## src/rtl/div_radix2.sv

```systemverilog
// Restoring radix-2 signed/unsigned divider producing one quotient bit per cycle.
// The result is ready WIDTH+1 cycles after start and is held until pipe_hold drops.
module div_radix2 #(
  parameter int WIDTH = 32
) (
  input  logic             clk,
  input  logic             resetn,
  input  logic             start,
  input  logic             signed_div,
  input  logic [WIDTH-1:0] a,
  input  logic [WIDTH-1:0] b,
  input  logic             pipe_hold,
  input  logic             cancel,
  output logic             div_stall,
  output logic             result_valid,
  output logic [WIDTH-1:0] quotient,
  output logic [WIDTH-1:0] remainder
);

  localparam int CW = $clog2(WIDTH);
  localparam logic [CW-1:0] LAST = CW'(WIDTH - 1);

  localparam logic [1:0] ST_IDLE = 2'd0;
  localparam logic [1:0] ST_BUSY = 2'd1;
  localparam logic [1:0] ST_DONE = 2'd2;

  logic [1:0]         state_q, state_d;
  logic [CW-1:0]      count_q, count_d;
  logic [2*WIDTH-1:0] pr_q, pr_d;
  logic [WIDTH-1:0]   dvs_q, dvs_d;
  logic               qneg_q, qneg_d;
  logic               rneg_q, rneg_d;
  logic [WIDTH-1:0]   quot_q, quot_d;
  logic [WIDTH-1:0]   rmd_q, rmd_d;
  logic               valid_q, valid_d;

  logic [WIDTH:0]     trial_hi;
  logic               trial_ge;
  logic [WIDTH-1:0]   trial_diff;
  logic [WIDTH-1:0]   step_rem;
  logic [WIDTH-1:0]   step_quo;
  logic [WIDTH-1:0]   a_mag;
  logic [WIDTH-1:0]   b_mag;

  // Upper WIDTH+1 bits of the partial remainder after the left shift.
  assign trial_hi   = pr_q[2*WIDTH-1:WIDTH-1];
  assign trial_ge   = trial_hi >= {1'b0, dvs_q};
  assign trial_diff = trial_hi[WIDTH-1:0] - dvs_q;
  assign step_rem   = trial_ge ? trial_diff : trial_hi[WIDTH-1:0];
  assign step_quo   = {pr_q[WIDTH-2:0], trial_ge};

  assign a_mag = (signed_div && a[WIDTH-1]) ? -a : a;
  assign b_mag = (signed_div && b[WIDTH-1]) ? -b : b;

  always_comb begin
    state_d = state_q;
    count_d = count_q;
    pr_d    = pr_q;
    dvs_d   = dvs_q;
    qneg_d  = qneg_q;
    rneg_d  = rneg_q;
    quot_d  = quot_q;
    rmd_d   = rmd_q;
    valid_d = valid_q;

    case (state_q)
      ST_IDLE: begin
        if (start) begin
          pr_d    = {{WIDTH{1'b0}}, a_mag};
          dvs_d   = b_mag;
          qneg_d  = signed_div & (a[WIDTH-1] ^ b[WIDTH-1]);
          rneg_d  = signed_div & a[WIDTH-1];
          count_d = '0;
          state_d = ST_BUSY;
        end
      end
      ST_BUSY: begin
        pr_d    = {step_rem, step_quo};
        count_d = count_q + CW'(1);
        if (count_q == LAST) begin
          quot_d  = qneg_q ? -step_quo : step_quo;
          rmd_d   = rneg_q ? -step_rem : step_rem;
          valid_d = 1'b1;
          state_d = ST_DONE;
        end
      end
      ST_DONE: begin
        // Leaving DONE is the cycle HI/LO capture the held result.
        if (!pipe_hold) begin
          valid_d = 1'b0;
          state_d = ST_IDLE;
        end
      end
      default: begin
        valid_d = 1'b0;
        state_d = ST_IDLE;
      end
    endcase

    if (cancel) begin
      valid_d = 1'b0;
      state_d = ST_IDLE;
    end
  end

  always_ff @(posedge clk or negedge resetn) begin
    if (!resetn) begin
      state_q <= ST_IDLE;
      count_q <= '0;
      pr_q    <= '0;
      dvs_q   <= '0;
      qneg_q  <= 1'b0;
      rneg_q  <= 1'b0;
      quot_q  <= '0;
      rmd_q   <= '0;
      valid_q <= 1'b0;
    end else begin
      state_q <= state_d;
      count_q <= count_d;
      pr_q    <= pr_d;
      dvs_q   <= dvs_d;
      qneg_q  <= qneg_d;
      rneg_q  <= rneg_d;
      quot_q  <= quot_d;
      rmd_q   <= rmd_d;
      valid_q <= valid_d;
    end
  end

  assign div_stall    = start & ~cancel & ((state_q == ST_IDLE) | (state_q == ST_BUSY));
  assign result_valid = valid_q;
  assign quotient     = quot_q;
  assign remainder    = rmd_q;

endmodule

```

## config.mk

```make
export PLATFORM = sky130hd
export DESIGN_NAME = div_radix2
export DESIGN_NICKNAME = d
export VERILOG_FILES = /design/src/rtl/div_radix2.sv
export SDC_FILE = /design/constraint.sdc
export NUM_CORES = 1
export LEC_CHECK = 0
export ABC_AREA = 1
export BUFFER_PORTS_ARGS = -buffer_cell sky130_fd_sc_hd__buf_2
export CAP_MARGIN = 15
export CORE_AREA = 2 2 147 149
export CTS_BUF_LIST = sky130_fd_sc_hd__clkbuf_4 sky130_fd_sc_hd__clkbuf_8 sky130_fd_sc_hd__clkbuf_16
export DETAILED_ROUTE_END_ITERATION = 6
export DIE_AREA = 0 0 149 151
export PLACE_DENSITY = 0.87
export SETUP_SLACK_MARGIN = 0.1
export SLEW_MARGIN = 20
export SYNTH_ARGS = -nofsm -noshare
export SYNTH_HDL_FRONTEND = slang
export SYNTH_SLANG_ARGS = --single-unit
```

## constraint.sdc

```tcl
create_clock -name clk -period 4.9 [get_ports clk]
set_input_delay 0.98 -clock clk [delete_from_list [all_inputs] [get_ports clk]]
set_output_delay 0.98 -clock clk [all_outputs]
set_load 0.01 [all_outputs]
```

==> Yosys cells after proc, flatten, opt, wreduce, memory -nomap -nowiden <==
Cells that the tools add are included.
{ "classes": {"add_sub_neg": 6, "multipliers": 0, "n_div": 0, "magnitude_cmp": 1, "eq_ne": 8, "n_shift": 0, "muxes": 18, "bitwise_logic": 7, "reduce_logical": 9} }
{ "op_table": {"columns": ["op", "count"], "rows": [
  ["$mux W32", 5],
  ["$neg A32 Y32", 4],
  ["$pmux W64 S2", 1],
  ["$mux W64", 1],
  ["$ge A33 B32 Y1", 1],
  ["$sub A32 B32 Y32", 1],
  ["$pmux W5 S2", 1],
  ["$ne A3 B3 Y1 const B", 3],
  ["$mux W2", 4],
  ["$pmux W2 S3", 1],
  ["$reduce_and A2 Y1", 3],
  ["$reduce_and A3 Y1", 2],
  ["$add A5 B1 Y5 const B", 1],
  ["$eq A5 B5 Y1 const B", 1],
  ["$mux W5", 1],
  ["$and A1 B1 Y1", 4],
  ["$ne A2 B2 Y1 const B", 2],
  ["$mux W1", 3],
  ["$pmux W1 S3", 1],
  ["$eq A2 B1 Y1 const B", 1],
  ["$eq A2 B2 Y1 const B", 1],
  ["$logic_and A1 B1 Y1", 2],
  ["$logic_not A2 Y1", 1],
  ["$reduce_bool A2 Y1", 1],
  ["3 further kinds", 3]
]} }
{ "totals": {"regBits": 170, "latchBits": 0, "ram_bits": 0, "rom_bits": 0, "input_bits": 70, "output_inout_bits": 66, "elab_cells": 58, "n_memories": 0} }

==> Depth between registers and ports, before layout <==
Gate-level depths: netlist of the first run.
{ "depth": {"depth_word": 4, "mapped_depth": 27, "mapped_depth_nobuf": 25} }

==> Worst setup path after synthesis of the first run <==
No wires, ideal clock.
{ "synth_timing": {"path_type": "flip-flop to flip-flop", "start": "register pr_q[59]", "end": "register quot_q[28], in the netlist quotient[28]", "setup_time_ns": 0.133, "arrival_time_ns": 3.367, "required_ns": 4.767, "path_slack_ns": 1.399, "stages_incl_launch_ff": 23, "n_path_buf": 2, "synth_period_minus_slack_ns": 3.501, "cell_sequence": "dfrtp_1 -> ha_1 -> a21oi_1 -> nand2_1 -> a21oi_1 -> nand2_2 -> nor2_8 -> nand2_4 -> buf_8 -> inv_2 -> buf_4 -> ha_1 -> nand3_1 -> nor2_1 -> nand3b_1 -> nor2_1 -> nand2_1 -> nor4_1 -> and3_1 -> nor2_1 -> a21oi_1 -> xor2_1 -> o21ai_0"} }
{ "synth_between": {"elab_chain_len": 3} }
{ "synth_rtl": {"columns": ["element", "line_no", "source"], "rows": [
  ["start, declared", "29", "logic [2*WIDTH-1:0] pr_q, pr_d;"],
  ["start signal, assigned", "120", "pr_q <= pr_d;"],
  ["$ge A33 B32 Y1", "47", "assign trial_ge = trial_hi >= {1'b0, dvs_q};"],
  ["$neg A32 Y32", "81", "quot_d = qneg_q ? -step_quo : step_quo;"],
  ["$mux W32", "81", null],
  ["end signal, assigned", "124", "quot_q <= quot_d;"],
  ["end, declared", "33", "logic [WIDTH-1:0] quot_q, quot_d;"]
]} }
Every way passes these cells.
A chain may end at the register's enable or synchronous reset.

==> Final worst setup path of the first run <==
{ "layout_timing": {"start": "register pr_q[34]", "end": "register quot_q[28], in the netlist quotient[28]"} }
Same word-level chain as after synthesis.

==> results by group, run 1 <==
STA
  – Fin Setup TNS: 0 ps
  – Unrepaired setup endpoints after global routing: false
  – Final Skew: 13.4 ps
  – Final period util: 88.5%
  – Final Critical Period: between 4000 and 5000 ps
  – Worst-Margin Slew: 1060 ps
  – Endpoints failing setup: 0
  – Final slew viol count: 0
  – Final hold vios: 0
  – Peak Freq: 231 MHz
  – Slew margin rel.: a little under 30%

GRT
  – Number of global-route vias before repair: 11800
  – GRT Total Usage: between 30% and 40%
  – Initial antenna violation count: 0
  – Pin count of the biggest net entering global routing: 111
  – Remaining global-route overflow: 0
  – First-pass GRT wire length: 61000 µm

Route
  – Post-route DRC: 0
  – Routed WL per cell: 17.5 µm
  – Initial DRC count: ~1100
  – First drt pass iteration count: 6
  – Detail Route Antenna Nets: 0
  – Via density: 5.73
  – DR vias: 12600
  – Post-Route WL: 38600 µm

Power
  – Switching pwr: 3900 µW
  – Internal power: 3750 µW
  – Gate power share: 56.1%
  – Total power: about 7700 µW
  – Sequential Power Share: 24.6%
  – Peak VDD IR: 0.000303 V
  – Switching share of total power: 51.0%
  – PD cells: 553 mW/mm²
  – Leakage power: a little over 0.007 µW
  – Clock network fraction of total power: 19.3%

Critical path
  – Kind of critical path: reg -> reg
  – Cell repeated most along the worst path: nand2_1
  – CP max stage cell: dfrtp_1
  – Worst r2r src: pr_q[34]$_DFFE_PN0P_
  – CP max FO: 19
  – Delay-heaviest family, CP: simple AND/OR/NAND/NOR gates
  – Reg2reg path depth: 24
  – Crit. End Element: flop
  – CP Buf/Inv Count: 2
  – Crit-path cells: ha_1 > nand2_1 > inv_2 > nand2_1 > nand2_1 > nand2_1 > nand3_2 > nand2_1 > nand2_2 > nand2_4 > nand2_4 > inv_2 > ha_1 > nand3_1 > nor2_1 > nand3b_1 > nor2_1 > nand2_1 > nor4_1 > and3_1 > nor2_1 > a21oi_1 > xor2_1 > o21ai_0
  – Worst reg2reg path endpoint: quotient[28]$_DFFE_PN0P_
  – Crit start category: flop
  – CP Data Arrival Time: 4630 ps
  – Worst stage delay on the critical path: 460 ps
  – Reg-to-reg setup timing slack: 560 ps
  – Required @ worst endpoint: 5190 ps

Clocking
  – Hold bufs inserted after CTS: 0
  – CTS clk-pin slew, worst paths: roughly 80 ps
  – Post-CTS sizing: 0
  – Root Buffer: clkbuf_16
  – H-tree levels: 4
  – CTS tree: yes
  – Max Buffers Root-to-Sink: 2
  – Clock latency on the worst-skew pair: ~440 ps
  – Clock sinks: 170
  – CTS Buf Count: 17
  – Setup Buffers After CTS: 0

Floorplan
  – Die H: 151 µm
  – Core Rows: 53
  – CORE AREA: 0.0208 mm²
  – IO Count: 136
  – Die Wd: 149 µm
  – Initial Util: 59.2%
  – Die footprint: 0.0225 mm²

Hold path
  – HP Start: remainder[22]$_DFFE_PN0P_
  – Depth of the worst hold-timing path: 2
  – HP Class: reg -> reg
  – WHS Endpoint: remainder[22]$_DFFE_PN0P_

Cells and area
  – Fraction of layout cells with a size suffix above 1: ~12%
  – Commonest non-fill, non-tap cell in the layout: nand2_1
  – FILL cells: between 1500 and 2000
  – Layout Cells excl Fill: between 2000 and 2500
  – # diodes: 0
  – Final net count: 2026
  – Commonest non-fill, non-tap cells in the layout: 536 x nand2_1, 198 x inv_1, 173 x nor2_1
  – Final core utilization: 66.6%
  – Area Growth Syn to Fin: 12.4%
  – Fin area: 0.0139 mm²

Synthesis
  – Post-synthesis cell type count: 51
  – Syn Inst Count: 1807
  – Syn Nets: ~1900
  – Register bit count reported by yosys: 170
  – Syn Std Cell Area: 0.0123 mm²
  – Synth Area per Inst: 6.83 µm²
  – Sequential-to-total area share from yosys stat: 34.5%
  – Synth warn: 0

Place
  – Cell total after placement: 2173
  – GPL Wtd Cong: 1.02
  – Post-DP HPWL: approximately 30000 µm
  – PortBufs: 135
  – DP Area: 0.0132 mm²

Flow run
  – MaxCap Viol Count: 0

Outcome
  – Outcome: finished, final reports clean
==> area by class of cell <==
class	count	area (µm²)	area share, %
repair buffers	146	790	5.70
inverters	209	785	5.66
well taps	275	344	2.48
clock buffers	18	433	3.12
flip-flops and latches	170	4250	30.7
clock inverters	14	198	1.43
multi-input cells	1373	7060	50.9
==> logic make-up (layout without fill, tap and decap cells) <==
group,count (synthesis),after routing,synth area share [%]
xor gates and xnor gates,105,105,7.46
buffers and inverters,264,387,8.38
and+or+nand+nor,940,940,32.3
DFF,170,170,34.5
AOI/OAI and AO/OA,289,289,13.4
adders and majority gates,39,39,4.02
==> metal layers <==
layer / global-route usage, % / up-vias / wire length (µm)
met1: 46.2 / 5893 / 15700
met2: 57.8 / 581 / 18300
met4: 13.7 / 0 / 1530
met3: 4.85 / 101 / 3010
li1: - / 6057 / -
met5: 0 / - / 0
==> sequential cells by signal (all words and copies together), names as in the netlist <==
register / flops
rneg_q: 1
quotient: 32
dvs_q: 32
count_q: 5
state_q: 2
remainder: 32
result_valid: 1
pr_q: 64
qneg_q: 1
==> power groups by stage <==
stage / logic (µW) / clock network [µW] / registers, µW
2_1_floorplan: 3160 / 0 / 1790
3_5_place_dp: 4180 / 0 / 1890
4_1_cts: 4220 / 1480 / 1870
3_3_place_gp: 4140 / 0 / 1880
5_1_grt: 4750 / 1530 / 1900
6_report: 4300 / 1480 / 1880
==> worst max path at each step <==
stage                               from                  endpoint  slack [ps]  cells after the start
floorplan           pr_q[59]$_DFFE_PN0P_  quotient[28]$_DFFE_PN0P_        1400                     22
global placement    pr_q[34]$_DFFE_PN0P_  quotient[28]$_DFFE_PN0P_         850                     24
detailed placement  pr_q[34]$_DFFE_PN0P_  quotient[28]$_DFFE_PN0P_         760                     24
CTS                 pr_q[34]$_DFFE_PN0P_  quotient[28]$_DFFE_PN0P_         680                     24
global route        pr_q[34]$_DFFE_PN0P_  quotient[28]$_DFFE_PN0P_         190                     24
finish              pr_q[34]$_DFFE_PN0P_  quotient[28]$_DFFE_PN0P_         560                     24
==> tightest hold or removal path: stages, from the launching register on <==
cell     delay [ps]
dfrtp_1         340
nand2_1          60
nand2_1          50
==> per-stage QoR <==
| step | setup WS (ps) | hold slack [ps] |
|---|---|---|
| 2_1_floorplan | 1400 | 453 |
| 3_3_place_gp | 853 | 458 |
| 3_5_place_dp | 756 | 464 |
| 4_1_cts | 684 | 483 |
| 5_1_grt | 188 | 497 |
| 6_report | 564 | 481 |
==> cells in the mapped netlist (all sizes together) <==
cell type / count / share of area (%)
inv: 208 / 6.3
and3: 2 / 0.10
nor3: 28 / 1.2
a22o: 3 / 0.21
o31ai: 7 / 0.43
o211ai: 2 / 0.12
and2: 1 / 0.051
nor2: 192 / 6.4
fa: 1 / 0.16
or2: 5 / 0.25
o22ai: 12 / 0.61
xnor2: 28 / 2.0
xor2: 77 / 5.5
buf: 11 / 0.68
a21oi: 47 / 2.1
clkbuf: 44 / 1.3
o21ai: 170 / 7.0
ha: 38 / 3.9
a32o: 1 / 0.081
clkinv: 1 / 0.030
nor4: 9 / 0.46
a21boi: 2 / 0.12
a22oi: 26 / 1.6
nand4: 15 / 0.76
a31oi: 3 / 0.15
o21bai: 8 / 0.49
o41ai: 2 / 0.14
o221ai: 6 / 0.43
dfrtp: 170 / 34
nand2: 555 / 17
nand3: 127 / 5.4
nand3b: 6 / 0.37
Power figures use the tool's default switching activity.
==> run 2: changes to the inputs <==
- CORE_AREA: 2 2 147 149 -> 2 2 153 155
- DIE_AREA: 0 0 149 151 -> 0 0 155 157
- PLACE_DENSITY: 0.87 -> 0.82
==> run 2 against run 1 <==
  * Cell area is 0.25% lower
  * First-iteration DRC count decreased by 6.7%
  * Non-clock buffer count up 1
  * Total power fell by 0.49%
  * Clock skew about the same
  * Routed wire length is 3.9% higher
  * Sequential power about the same
  * Critical path type unchanged
  * Largest cell class unchanged
  * Largest power group unchanged
==> results by group, run 2 (same netlist as run 1, synthesis figures left out) <==
Power
  – Peak VDD IR: 0.000297 V (-2.0%)
  – Switching share of total power: 52.7% (+1.7 points)
  – Clock network fraction of total power: 18.0% (-1.3 points)
  – PD cells: 551 mW/mm² (-0.24%)
  – Internal power: 3600 µW (-4.0%)
  – Total power: 7620 µW (-0.49%)
  – Gate power share: 57.5% (+1.4 points)
  – Leakage power: 0.00722 µW (-0.35%)
  – Sequential Power Share: 24.5% (about the same)
  – Switching pwr: 4020 µW (+2.9%)

Critical path
  – Crit-path cells: ha_1 > nand2_2 > inv_2 > a21oi_2 > nand3_2 > nand2_1 > nand2_2 > nand2_4 > nand2_4 > inv_2 > ha_1 > nand3_1 > nor2_1 > nand3b_1 > nor2_1 > nand2_1 > nor4_1 > and3_1 > nor2_1 > a21oi_1 > xor2_1 > o21ai_0
  – Crit start category: flop
  – Cell repeated most along the worst path: nor2_1
  – Delay-heaviest family, CP: simple AND/OR/NAND/NOR gates
  – CP Buf/Inv Count: 2 (unchanged)
  – Worst stage delay on the critical path: 420 ps (-40 ps)
  – CP max stage cell: dfrtp_1
  – Kind of critical path: reg -> reg
  – CP Data Arrival Time: 4570 ps (-60 ps)
  – Crit. End Element: flop
  – CP max FO: 19 (unchanged)
  – Required @ worst endpoint: 5200 ps (about the same)

Place
  – PortBufs: 135 (unchanged)
  – DP Area: 0.0132 mm² (about the same)
  – GPL Wtd Cong: 1.01 (-0.23%)
  – Post-DP HPWL: 31000 µm (+4.7%)

GRT
  – GRT busiest layer: met2
  – Number of global-route vias before repair: 11700 (-0.77%)
  – GR Util met1: 43.3% (-2.9 points)
  – GRT Total Usage: 33.3% (-1.5 points)
  – Remaining global-route overflow: 0 (unchanged)
  – Met3 Use GR: 6.66% (+1.8 points)
  – First-pass GRT wire length: 62800 µm (+3.0%)
  – Pin count of the biggest net entering global routing: 102 (-8.1%)
  – Initial antenna violation count: 4 (+4)
  – M2 GR Usage: 55.4% (-2.4 points)

STA
  – Final slew viol count: 0 (unchanged)
  – Final period util: 87.2% (-1.3 points)
  – Final Critical Period: 4270 ps (-64.8 ps)
  – Worst hold slack: 477 ps (-4.52 ps)
  – Unrepaired setup endpoints after global routing: false
  – Final Skew: 13.6 ps (+0.162 ps)
  – Endpoints failing setup: 0 (unchanged)
  – Peak Freq: 234 MHz (+1.5%)
  – Fin Setup TNS: 0 ps (unchanged)
  – Worst-Margin Slew: 1040 ps (-11.9 ps)
  – Slew margin rel.: 30.3% (+0.79 points)
  – Final hold vios: 0 (unchanged)

Clocking
  – CTS tree: yes
  – Max Buffers Root-to-Sink: 2 (unchanged)
  – Clock sinks: 170 (unchanged)
  – Setup Buffers After CTS: 0 (unchanged)
  – Hold bufs inserted after CTS: 0 (unchanged)
  – Root Buffer: clkbuf_16
  – CTS clk-pin slew, worst paths: 80 ps (about the same)
  – Clock latency on the worst-skew pair: 440 ps (about the same)
  – CTS Buf Count: 17 (unchanged)
  – Post-CTS sizing: 0 (unchanged)
  – H-tree levels: 4 (unchanged)

Outcome
  – Outcome: finished, final reports clean

Floorplan
  – Die footprint: 0.0243 mm² (+8.2%)
  – IO Count: 136 (unchanged)
  – CORE AREA: 0.0225 mm² (+8.1%)
  – Die Wd: 155 µm (+4.0%)
  – Initial Util: 54.8% (-4.4 points)
  – Core Rows: 55 (+3.8%)
  – Die H: 157 µm (+4.0%)

Cells and area
  – Fraction of layout cells with a size suffix above 1: 12.5% (+0.045 points)
  – Max FFs per register: 64 (unchanged)
  – Fin area: 0.0138 mm² (-0.25%)
  – Commonest non-fill, non-tap cell in the layout: nand2_1
  – Commonest non-fill, non-tap cells in the layout: 536 x nand2_1, 198 x inv_1, 173 x nor2_1
  – Final net count: 2027 (+0.049%)
  – Area Growth Syn to Fin: 12.1%
  – Most flops, register: pr_q

Route
  – First drt pass iteration count: 7 (+1)
  – Initial DRC count: 1012 (-6.7%)
  – DR vias: 12500 (-1.4%)
  – Via density: 5.61 (-2.0%)
  – Post-Route WL: 40000 µm (+3.9%)
  – Detail Route Antenna Nets: 0 (unchanged)
  – Post-route DRC: 0 (unchanged)
  – Routed WL per cell: 18.0 µm (+3.2%)

Flow run
  – MaxCap Viol Count: 0 (unchanged)

Hold path
  – HP Class: reg -> reg
==> run 2: changes by cell type in the layout (fill, tap and decap cells not counted) <==
cell	previous run	this run
inv_6	6	2
inv_8	2	6
bufinv_16	3	0
diode_2	0	3
buf_4	9	11
buf_12	2	1
clkbuf_4	1	0
clkinv_2	0	1
clkinv_4	1	2
clkinv_8	1	2
clkinvlp_4	1	2
==> run 2: power by group through the flow <==
stage	clock network, µW	logic (µW)	registers [µW]
global placement	0	4240	1870
CTS	1370	4290	1860
floorplan	0	3160	1790
global route	1430	4810	1900
detailed placement	0	4270	1880
finish	1370	4380	1870
==> run 2: path summary, 6_finish.rpt <==
check	cells past startpoint	slack, ps	from	to
max	22	630	pr_q[38]$_DFFE_PN0P_	quotient[28]$_DFFE_PN0P_
min	2	480	remainder[28]$_DFFE_PN0P_	remainder[28]$_DFFE_PN0P_
max reg2reg	22	630	pr_q[38]$_DFFE_PN0P_	quotient[28]$_DFFE_PN0P_
min reg2reg	2	480	remainder[28]$_DFFE_PN0P_	remainder[28]$_DFFE_PN0P_
max in group asynchronous	2	3150	resetn	quotient[18]$_DFFE_PN0P_
min in group asynchronous	1	640	resetn	dvs_q[21]$_DFFE_PN0P_
==> run 2: layout make-up <==
type,instances,area [µm²]
Antenna cell,3,7.51
Sequential cell,170,4250
Inverter,209,785
Clock inverter,15,155
Fill cell,2159,8680
Tap cell,285,357
Timing Repair Buffer,147,785
Clock buffer,17,425
Multi-Input combinational cell,1373,7060
==> run 2: per-stage QoR <==
step | instances | util (%) | worst slack, ps
CTS | 2216 | 61.4 | 707
detailed placement | 2184 | 58.8 | 715
floorplan | 1807 | - | 1400
finish | 2219 | 61.4 | 629
global placement | 2184 | 58.8 | 765
global route | 2216 | 61.4 | 240
==> run 2: worst reg2reg max path: cells and delay by family (launching register included) <==
kind,cells,cell delay (ps)
flip-flops,1,420
adder cells (fa/ha/maj),2,640
XOR/XNOR,1,150
buffers and inverters,2,330
AO/OA/AOI/OAI,3,420
AND/OR/NAND/NOR,14,2160
==> run 2: metal layers <==
metal  wire length, µm  vias to the layer above
met1             17300                     5845
met4              1170                        2
met5                13                        -
met3              2630                       67
li1                  -                     6062
met2             18900                      480
